File: src/rtl/id_operand_issue.sv
// Decode-to-execute operand issue stage: resolves NUM_SRC operands from zero, register file,
// immediate or the youngest matching forwarding stage, with load-use stall and an ID/EX latch.
module id_operand_issue #(
    parameter int unsigned DATA_W     = 32,
    parameter int unsigned REG_AW     = 5,
    parameter int unsigned NUM_SRC    = 2,
    parameter int unsigned FWD_STAGES = 2,
    parameter int unsigned OP_W       = 8,
    parameter int unsigned CNT_W      = 16
) (
    input  logic                         clk,
    input  logic                         rst_n,

    input  logic                         in_valid,
    output logic                         in_ready,
    input  logic [OP_W-1:0]              in_exop,
    input  logic [NUM_SRC*REG_AW-1:0]    in_src_addr,
    input  logic [NUM_SRC*2-1:0]         in_src_sel,
    input  logic [DATA_W-1:0]            in_imm,
    input  logic [DATA_W-1:0]            in_offset,
    input  logic [REG_AW-1:0]            in_dest,

    output logic [NUM_SRC*REG_AW-1:0]    rf_raddr,
    input  logic [NUM_SRC*DATA_W-1:0]    rf_rdata,

    input  logic [FWD_STAGES-1:0]        fwd_we,
    input  logic [FWD_STAGES*REG_AW-1:0] fwd_dest,
    input  logic [FWD_STAGES-1:0]        fwd_avail,
    input  logic [FWD_STAGES*DATA_W-1:0] fwd_data,

    input  logic                         flush,

    output logic                         out_valid,
    input  logic                         out_ready,
    output logic [OP_W-1:0]              out_exop,
    output logic [NUM_SRC*DATA_W-1:0]    out_src,
    output logic [DATA_W-1:0]            out_offset,
    output logic [REG_AW-1:0]            out_dest,

    output logic                         hazard,
    output logic [CNT_W-1:0]             stall_cnt,
    input  logic                         cnt_clr
);

    localparam logic [CNT_W-1:0] CntMax = '1;

    logic [NUM_SRC*DATA_W-1:0] res_src;
    logic [NUM_SRC-1:0]        src_haz;
    logic                      capture;

    assign rf_raddr = in_src_addr;

    for (genvar gi = 0; gi < NUM_SRC; gi++) begin : g_src
        logic [REG_AW-1:0] addr;
        logic [1:0]        sel;
        logic [DATA_W-1:0] val;
        logic              haz;
        logic              hit;

        assign addr = in_src_addr[gi*REG_AW +: REG_AW];
        assign sel  = in_src_sel[gi*2 +: 2];

        always_comb begin
            val = '0;
            haz = 1'b0;
            hit = 1'b0;
            case (sel)
                2'b01: begin
                    if (addr != '0) begin
                        val = rf_rdata[gi*DATA_W +: DATA_W];
                        // First hit in age order wins; an unavailable younger hit still blocks
                        // older stages so stale data is never forwarded.
                        for (int j = 0; j < FWD_STAGES; j++) begin
                            if (!hit && fwd_we[j] && (fwd_dest[j*REG_AW +: REG_AW] == addr)) begin
                                hit = 1'b1;
                                if (fwd_avail[j]) begin
                                    val = fwd_data[j*DATA_W +: DATA_W];
                                end else begin
                                    haz = 1'b1;
                                end
                            end
                        end
                    end
                end
                2'b10:   val = in_imm;
                default: val = '0;
            endcase
        end

        assign res_src[gi*DATA_W +: DATA_W] = val;
        assign src_haz[gi]                  = haz;
    end

    assign hazard   = in_valid && (|src_haz);
    assign in_ready = !flush && !hazard && (!out_valid || out_ready);
    assign capture  = in_valid && in_ready;

    logic                      valid_q, valid_d;
    logic [OP_W-1:0]           exop_q, exop_d;
    logic [NUM_SRC*DATA_W-1:0] src_q, src_d;
    logic [DATA_W-1:0]         offset_q, offset_d;
    logic [REG_AW-1:0]         dest_q, dest_d;
    logic [CNT_W-1:0]          cnt_q, cnt_d;

    always_comb begin
        valid_d  = valid_q;
        exop_d   = exop_q;
        src_d    = src_q;
        offset_d = offset_q;
        dest_d   = dest_q;
        cnt_d    = cnt_q;

        // Flush wins over both capture and hold; payload is left as is.
        if (flush) begin
            valid_d = 1'b0;
        end else if (capture) begin
            valid_d  = 1'b1;
            exop_d   = in_exop;
            src_d    = res_src;
            offset_d = in_offset;
            dest_d   = in_dest;
        end else if (out_ready) begin
            valid_d = 1'b0;
        end

        if (cnt_clr) begin
            cnt_d = '0;
        end else if (hazard && !flush && (cnt_q != CntMax)) begin
            cnt_d = cnt_q + 1'b1;
        end
    end

    always_ff @(posedge clk or negedge rst_n) begin
        if (!rst_n) begin
            valid_q  <= 1'b0;
            exop_q   <= '0;
            src_q    <= '0;
            offset_q <= '0;
            dest_q   <= '0;
            cnt_q    <= '0;
        end else begin
            valid_q  <= valid_d;
            exop_q   <= exop_d;
            src_q    <= src_d;
            offset_q <= offset_d;
            dest_q   <= dest_d;
            cnt_q    <= cnt_d;
        end
    end

    assign out_valid  = valid_q;
    assign out_exop   = exop_q;
    assign out_src    = src_q;
    assign out_offset = offset_q;
    assign out_dest   = dest_q;
    assign stall_cnt  = cnt_q;

endmodule

File: config.mk
export PLATFORM = sky130hd
export DESIGN_NAME = id_operand_issue
export DESIGN_NICKNAME = d
export VERILOG_FILES = /design/src/rtl/id_operand_issue.sv
export SDC_FILE = /design/constraint.sdc
export NUM_CORES = 1
export LEC_CHECK = 0
export ABC_AREA = 1
export CORE_AREA = 2 2 146 148
export CTS_BUF_LIST = sky130_fd_sc_hd__clkbuf_4 sky130_fd_sc_hd__clkbuf_8
export DETAILED_ROUTE_END_ITERATION = 16
export DIE_AREA = 0 0 148 150
export GPL_TIMING_DRIVEN = 0
export PLACE_DENSITY = 0.89
export REMOVE_ABC_BUFFERS = 1
export SLEW_MARGIN = 20
export SYNTH_ARGS = -nofsm -noshare
export SYNTH_HDL_FRONTEND = slang
export SYNTH_SLANG_ARGS = --single-unit
File: constraint.sdc
create_clock -name clk -period 2.7 [get_ports clk]
set_input_delay 0.27 -clock clk [delete_from_list [all_inputs] [get_ports clk]]
set_output_delay 0.27 -clock clk [all_outputs]
set_load 0.01 [all_outputs]
; Word level (Yosys, flattened, before mapping)
; Cells that the tools add are included.
[totals]
regBits = 126
latch_bits = 0
mem_bits_rw = 0
mem_bits_ro = 0
output_inout_bits = 138
memories = 0
[op_classes]
addsub = 1
multipliers = 0
n_div = 0
magnitude_cmp = 0
eq_ne = 9
n_shift = 0
n_mux = 34
bitwise_logic = 1
reduce_logical = 24
[op_table]
columns = operator, n
row1 = $mux 32, 10
row2 = $pmux 32 s2, 2
row3 = $mux 16, 2
row4 = $eq 5x5->1, 4
row5 = $mux 1, 20
row6 = $add 16x1->16 const B, 1
row7 = $ne 16x16->1 const B, 1
row8 = $logic_and 1x1->1, 12
row9 = $reduce_bool 5->1, 2
row10 = $logic_not 1->1, 5
row11 = $eq 2x1->1 const B, 2
row12 = $eq 2x2->1 const B, 2
row13 = $reduce_bool 3->1, 1
row14 = $reduce_and 2->1, 1
row15 = $reduce_bool 2->1, 1
row16 = $reduce_or 2->1, 1
row17 = $logic_or 1x1->1, 1
row18 = $not 1->1, 1

; Depth between registers and ports, before layout
; Gate-level depths: netlist (run 1).
[depth]
ltp_word = 19
depth_mapped = 14

; Least setup slack after synthesis (run 1)
; No wires, ideal clock.
[synth_path]
kind = reg-to-reg
from = register cnt_q[0], in the netlist stall_cnt[0]
to = register cnt_q[10], in the netlist stall_cnt[10]
setup_ns = 0.066
arrival_time_ns = 1.816
t_required_ns = 2.634
setup_slack_ns = 0.818
stages_incl_launch_ff = 12
n_path_buf = 1
path_cell_list = dfrtp_1 ha_1 nand2_1 inv_1 nand4_1 nor2_1 a41oi_1 nand3_2 nand2_1 buf_2 nand2_1 nand2_1
[synth_via]
elab_chain_cells = 3
elab_cells_between_ends = 6
[synth_rtl]
columns = element, line
row1 = "start, declared", 103  ; logic [CNT_W-1:0] cnt_q, cnt_d;
row2 = "start signal, assigned", 147  ; cnt_q <= cnt_d;
row3 = $add 16x1->16 or $ne 16x16->1 (tied branches), "129, 128"
row4 = $mux 16 or $logic_and 1x1->1 (tied branches), 128  ; end else if (hazard && !flush && (cnt_q != CntMax)) begin
row5 = $mux 16 or $reduce_bool 2->1 (tied branches), --
; Parallel ways exist; a longest one is shown, timed or not. The select of a mux whose other input is x is not followed.
; A chain may end at the register's enable or synchronous reset.

; Worst setup path after layout (run 1)
[layout_path]
from = input port fwd_avail[1]
to = output port in_ready
[layout_via]
elab_chain_cells = 9
elab_cells_between_ends = 13
[layout_rtl]
columns = element, line
row1 = "start, declared", 28  ; input logic [FWD_STAGES-1:0] fwd_avail,
row2 = $mux 1, 76  ; if (fwd_avail[j]) begin
row3 = $mux 1, 74  ; if (!hit && fwd_we[j] && (fwd_dest[j*REG_AW +: REG_AW] == addr)) begin
row4 = $mux 1, 69  ; if (addr != '0) begin
row5 = $mux 1, 67  ; case (sel)
row6 = $reduce_or 2->1 *, 94  ; assign hazard = in_valid && (|src_haz);
row7 = $logic_and 1x1->1 *, 94
row8 = $logic_not 1->1 *, 95  ; assign in_ready = !flush && !hazard && (!out_valid || out_ready);
row9 = $logic_and 1x1->1 * (2 in a row), 95
row10 = "end, declared", 15  ; output logic in_ready,
; Mark *: on every way between the ends. The rest lies on a longest branch, timed or not.

==> summary.txt, run 1 <==
Run status
  • Status: complete, no violations

Global route
  • GR Layer Usage met1: 36.44%
  • First-pass GRT wire length: 56,530 microns
  • Grt met3 use: 8.445%
  • Most Crowded Layer GR: met2
  • Met2 Track Usage GR: 55.16%
  • GR Util All Layers: 32.47%
  • Pin count of the biggest net entering global routing: 78
  • Initial antenna violation count: 2
  • Total grt overflow: 0
  • Vias in the first global route: 10.75k

Power
  • Leakage: 6.866 nW
  • VDD IR-drop max: 0.0003229 V
  • Pwr Density: 425.6 mW/mm^2

Min path
  • Worst hold path type: input port to async pin

Critical path
  • R2R cell count: 10
  • CP required: 2430 ps
  • Slowest cell on crit path: clkdlybuf4s50_1
  • Startpoint Class: input port
  • CP bufs+invs: 3
  • Worst path cell trace: clkdlybuf4s50_1 > inv_4 > nand4_1 > nand2_1 > nand3_2 > a21boi_4 > nor3_1 > dlygate4sd2_1
  • WP data arrival: 2350 ps
  • CP delay by family, top: buffers and inverters
  • Crit path depth: 8
  • Critical Path Fanout Max: 32
  • Crit Path Class: input port to output port
  • Crit path largest cell delay: 590 ps
  • Worst setup EP type: output port

STA
  • Hold Fails Final Rpt: 0
  • Fmax: 0.3810 GHz
  • Setup violators final: 0
  • Min cycle time layout: 2625 ps
  • Final WS setup: 75.12 ps
  • Crit share post-route: 97.22%
  • Pins Over Slew Limit: 0
  • RSZ-0062 raised after global routing: no
  • Slew headroom: 47.39%
  • Slew @ Worst Pin: 788.0 ps
  • Clock skew: 17.07 ps

Synthesis
  • Commonest cells in the netlist: 686 x nand2_1, 133 x inv_1, 126 x dfrtp_1, 126 x nand3_1, 101 x nor2_1
  • Area leader, netlist: dfrtp_1
  • Register area share after synthesis: 34.55%
  • Main synth FF type: dfrtp_1
  • Distinct cells, synth: 31
  • Synth Register Bits: 126
  • Syn avg cell area: 5.999 sq um
  • Top-count cell post-synth: nand2_1
  • Ys async rst share: 100.0%
  • Post-synth EDFFs: 0
  • Post-synth top area share: 34.55%
  • Synth area leaders: dfrtp_1 35%, nand2_1 28%, nand3_1 6.9%, inv_1 5.5%, o21ai_0 4.4%
  • Mapped Cells: 1,521
  • Netlist Area Pre-Place: 0.009125 sq mm
  • Synthesis warning total: 0

Clock network
  • Worst-Skew Late Latency: 430 ps
  • Total CTS buffers: 17
  • Max H-tree Level: 4
  • Clk sinks: 126
  • Worst-path clk slew: 90 ps
  • CTS root buf: clkbuf_8
  • Max clock buf depth: 2
  • TritonCTS clock tree: built

Place
  • Worst Setup Slack post-DPL: -742.5 ps
  • Routability cong.: 0.9460
  • IO Port Bufs: 376
  • Hpwl dp: 24,690 microns
  • Placed cell count: 2,084
  • Post-DP Area: 0.01309 sq mm

Routing
  • Via count: 11.29k
  • First-pass detailed-route iteration total: 6
  • # DRC: 0
  • DR vias/cell: 5.290
  • Final ANT Viol Nets: 0
  • Wire length per cell: 17.26 microns
  • DR iter-0 viols: 744
  • Routed wire length: 36,830 microns

Floorplanning
  • Top-Level Pins: 377
  • Die width: 148 microns
  • Chip Height: 150 microns
  • Area of the core: 0.02069 sq mm
  • Starting Density: 44.10%
  • # rows: 53
  • Die footprint: 0.02220 sq mm

Layout
  • Share of layout cells above drive strength 1: 5.116%
  • Post-route cell area: 0.01374 sq mm
  • Post-route non-filler standard cell count: 2,134
  • Fin nets: 2,088
  • Layout area overhead: 50.62%

Job
  • Max-cap violation count: 0
[logic make-up (layout without fill, tap and decap cells)]
kind of cell,count (synthesis),in the layout,synth area share [%]
simple gates,944,948,41.52
xor+xnor,12,12,1.152
buf+inv,240,572,11.38
fa+ha+maj,5,5,0.6856
compound gates,194,194,10.71
flops,126,126,34.55
other cells,0,2,0
[stage by stage]
stage	hold slack, ps	power [mW]	TNS [ps]	utilization (%)
finish	325.9	5.849	0	66.43
global route	329.0	6.152	0	66.43
CTS	316.5	5.864	0	66.29
detailed placement	207.0	4.076	-54190	63.27
global placement	459.9	4.007	-1131540	61.47
floorplan	-25.59	2.941	-284650	-
[worst register-to-register path, cell delays in order (launching register included)]
cell     delay [ps]
dfrtp_1         480
ha_1            280
nand2_1         100
inv_1            50
nand4_1          80
nor2_1           70
a41oi_1         410
nand3_4         280
nand2_2         310
nand2_1         100
nand2_1          60
[layout by cell type (no fill, tap or decap), types with 3 or more instances in the layout]
master	count
nand4_1	10
ha_1	3
buf_12	6
o21ai_0	78
inv_6	5
buf_16	7
dlygate4sd2_1	4
nand2_1	685
nand3_1	123
nor2_4	7
inv_4	3
nor3_1	9
dfrtp_1	126
a21oi_1	61
o21ai_1	52
nor2_1	97
clkinv_4	4
inv_1	128
xor2_1	10
clkbuf_8	18
inv_2	7
nand3_4	3
buf_4	9
nand3_2	5
clkdlybuf4s50_1	371
[state kept, by name (all words and copies together), names as in the netlist]
name / cells
out_offset: 32
stall_cnt: 16
out_dest: 5
out_valid: 1
out_src: 64
out_exop: 8
[final cells by class]
type,instances,area (sq um)
timing repair inverter,2,15.01
fill,1769,6945
antenna,2,5.005
tap,275,344.1
inverter,139,553.0
clock buffer,18,247.7
clock inverter,14,155.1
sequential,126,3153
multi-input combinational,1159,5117
timing repair buffer,399,4154
[worst paths after layout]
kind | start | endpoint | slack [ps]
min reg2reg | out_exop[6]$_DFFE_PN0P_ | out_exop[6]$_DFFE_PN0P_ | 480
max in group asynchronous | rst_n | out_offset[0]$_DFFE_PN0P_ | 1640
min | rst_n | out_src[1]$_DFFE_PN0P_ | 330
max reg2reg | stall_cnt[0]$_DFFE_PN0P_ | stall_cnt[3]$_DFFE_PN0P_ | 400
max | fwd_avail[1] | in_ready | 80
min in group clk | in_offset[24] | out_offset[24]$_DFFE_PN0P_ | 360
[repair_timing]
| item | CTS | global route |
|---|---|---|
| setup endpoints to repair | 32 | 37 |
| cloned | 6 | 0 |
| endpoints found under the hold margin | 49 | 0 |
| hold buffers | 1 | 0 |
| setup buffers | 8 | 1 |
| resized for setup | 27 | 3 |
| pin swaps | 8 | 1 |
[power by group]
group          internal [mW]  switching [mW]  total [mW]
sequential              2.09           0.123        2.22
clock                  0.862           0.874        1.74
combinational          0.958           0.940        1.90
[layer usage]
metal	up-vias	wire length, microns
li1	5384	-
met1	5124	13410
met2	645	17500
met3	135	3758
met4	0	2167
met5	-	0
(Power assumes the default switching activity.)
==> inputs of run 2 (changes only) <==
--- a/config.mk
+++ b/config.mk
@@ -8,6 +8,7 @@
 export ABC_AREA = 1
 export CORE_AREA = 2 2 146 148
 export CTS_BUF_LIST = sky130_fd_sc_hd__clkbuf_4 sky130_fd_sc_hd__clkbuf_8
+export CTS_CLUSTER_DIAMETER = 100
 export DETAILED_ROUTE_END_ITERATION = 16
 export DIE_AREA = 0 0 148 150
 export GPL_TIMING_DRIVEN = 0
==> results of run 2 <==
No change in the layout: final DEF, timing and power equal those of run 1.
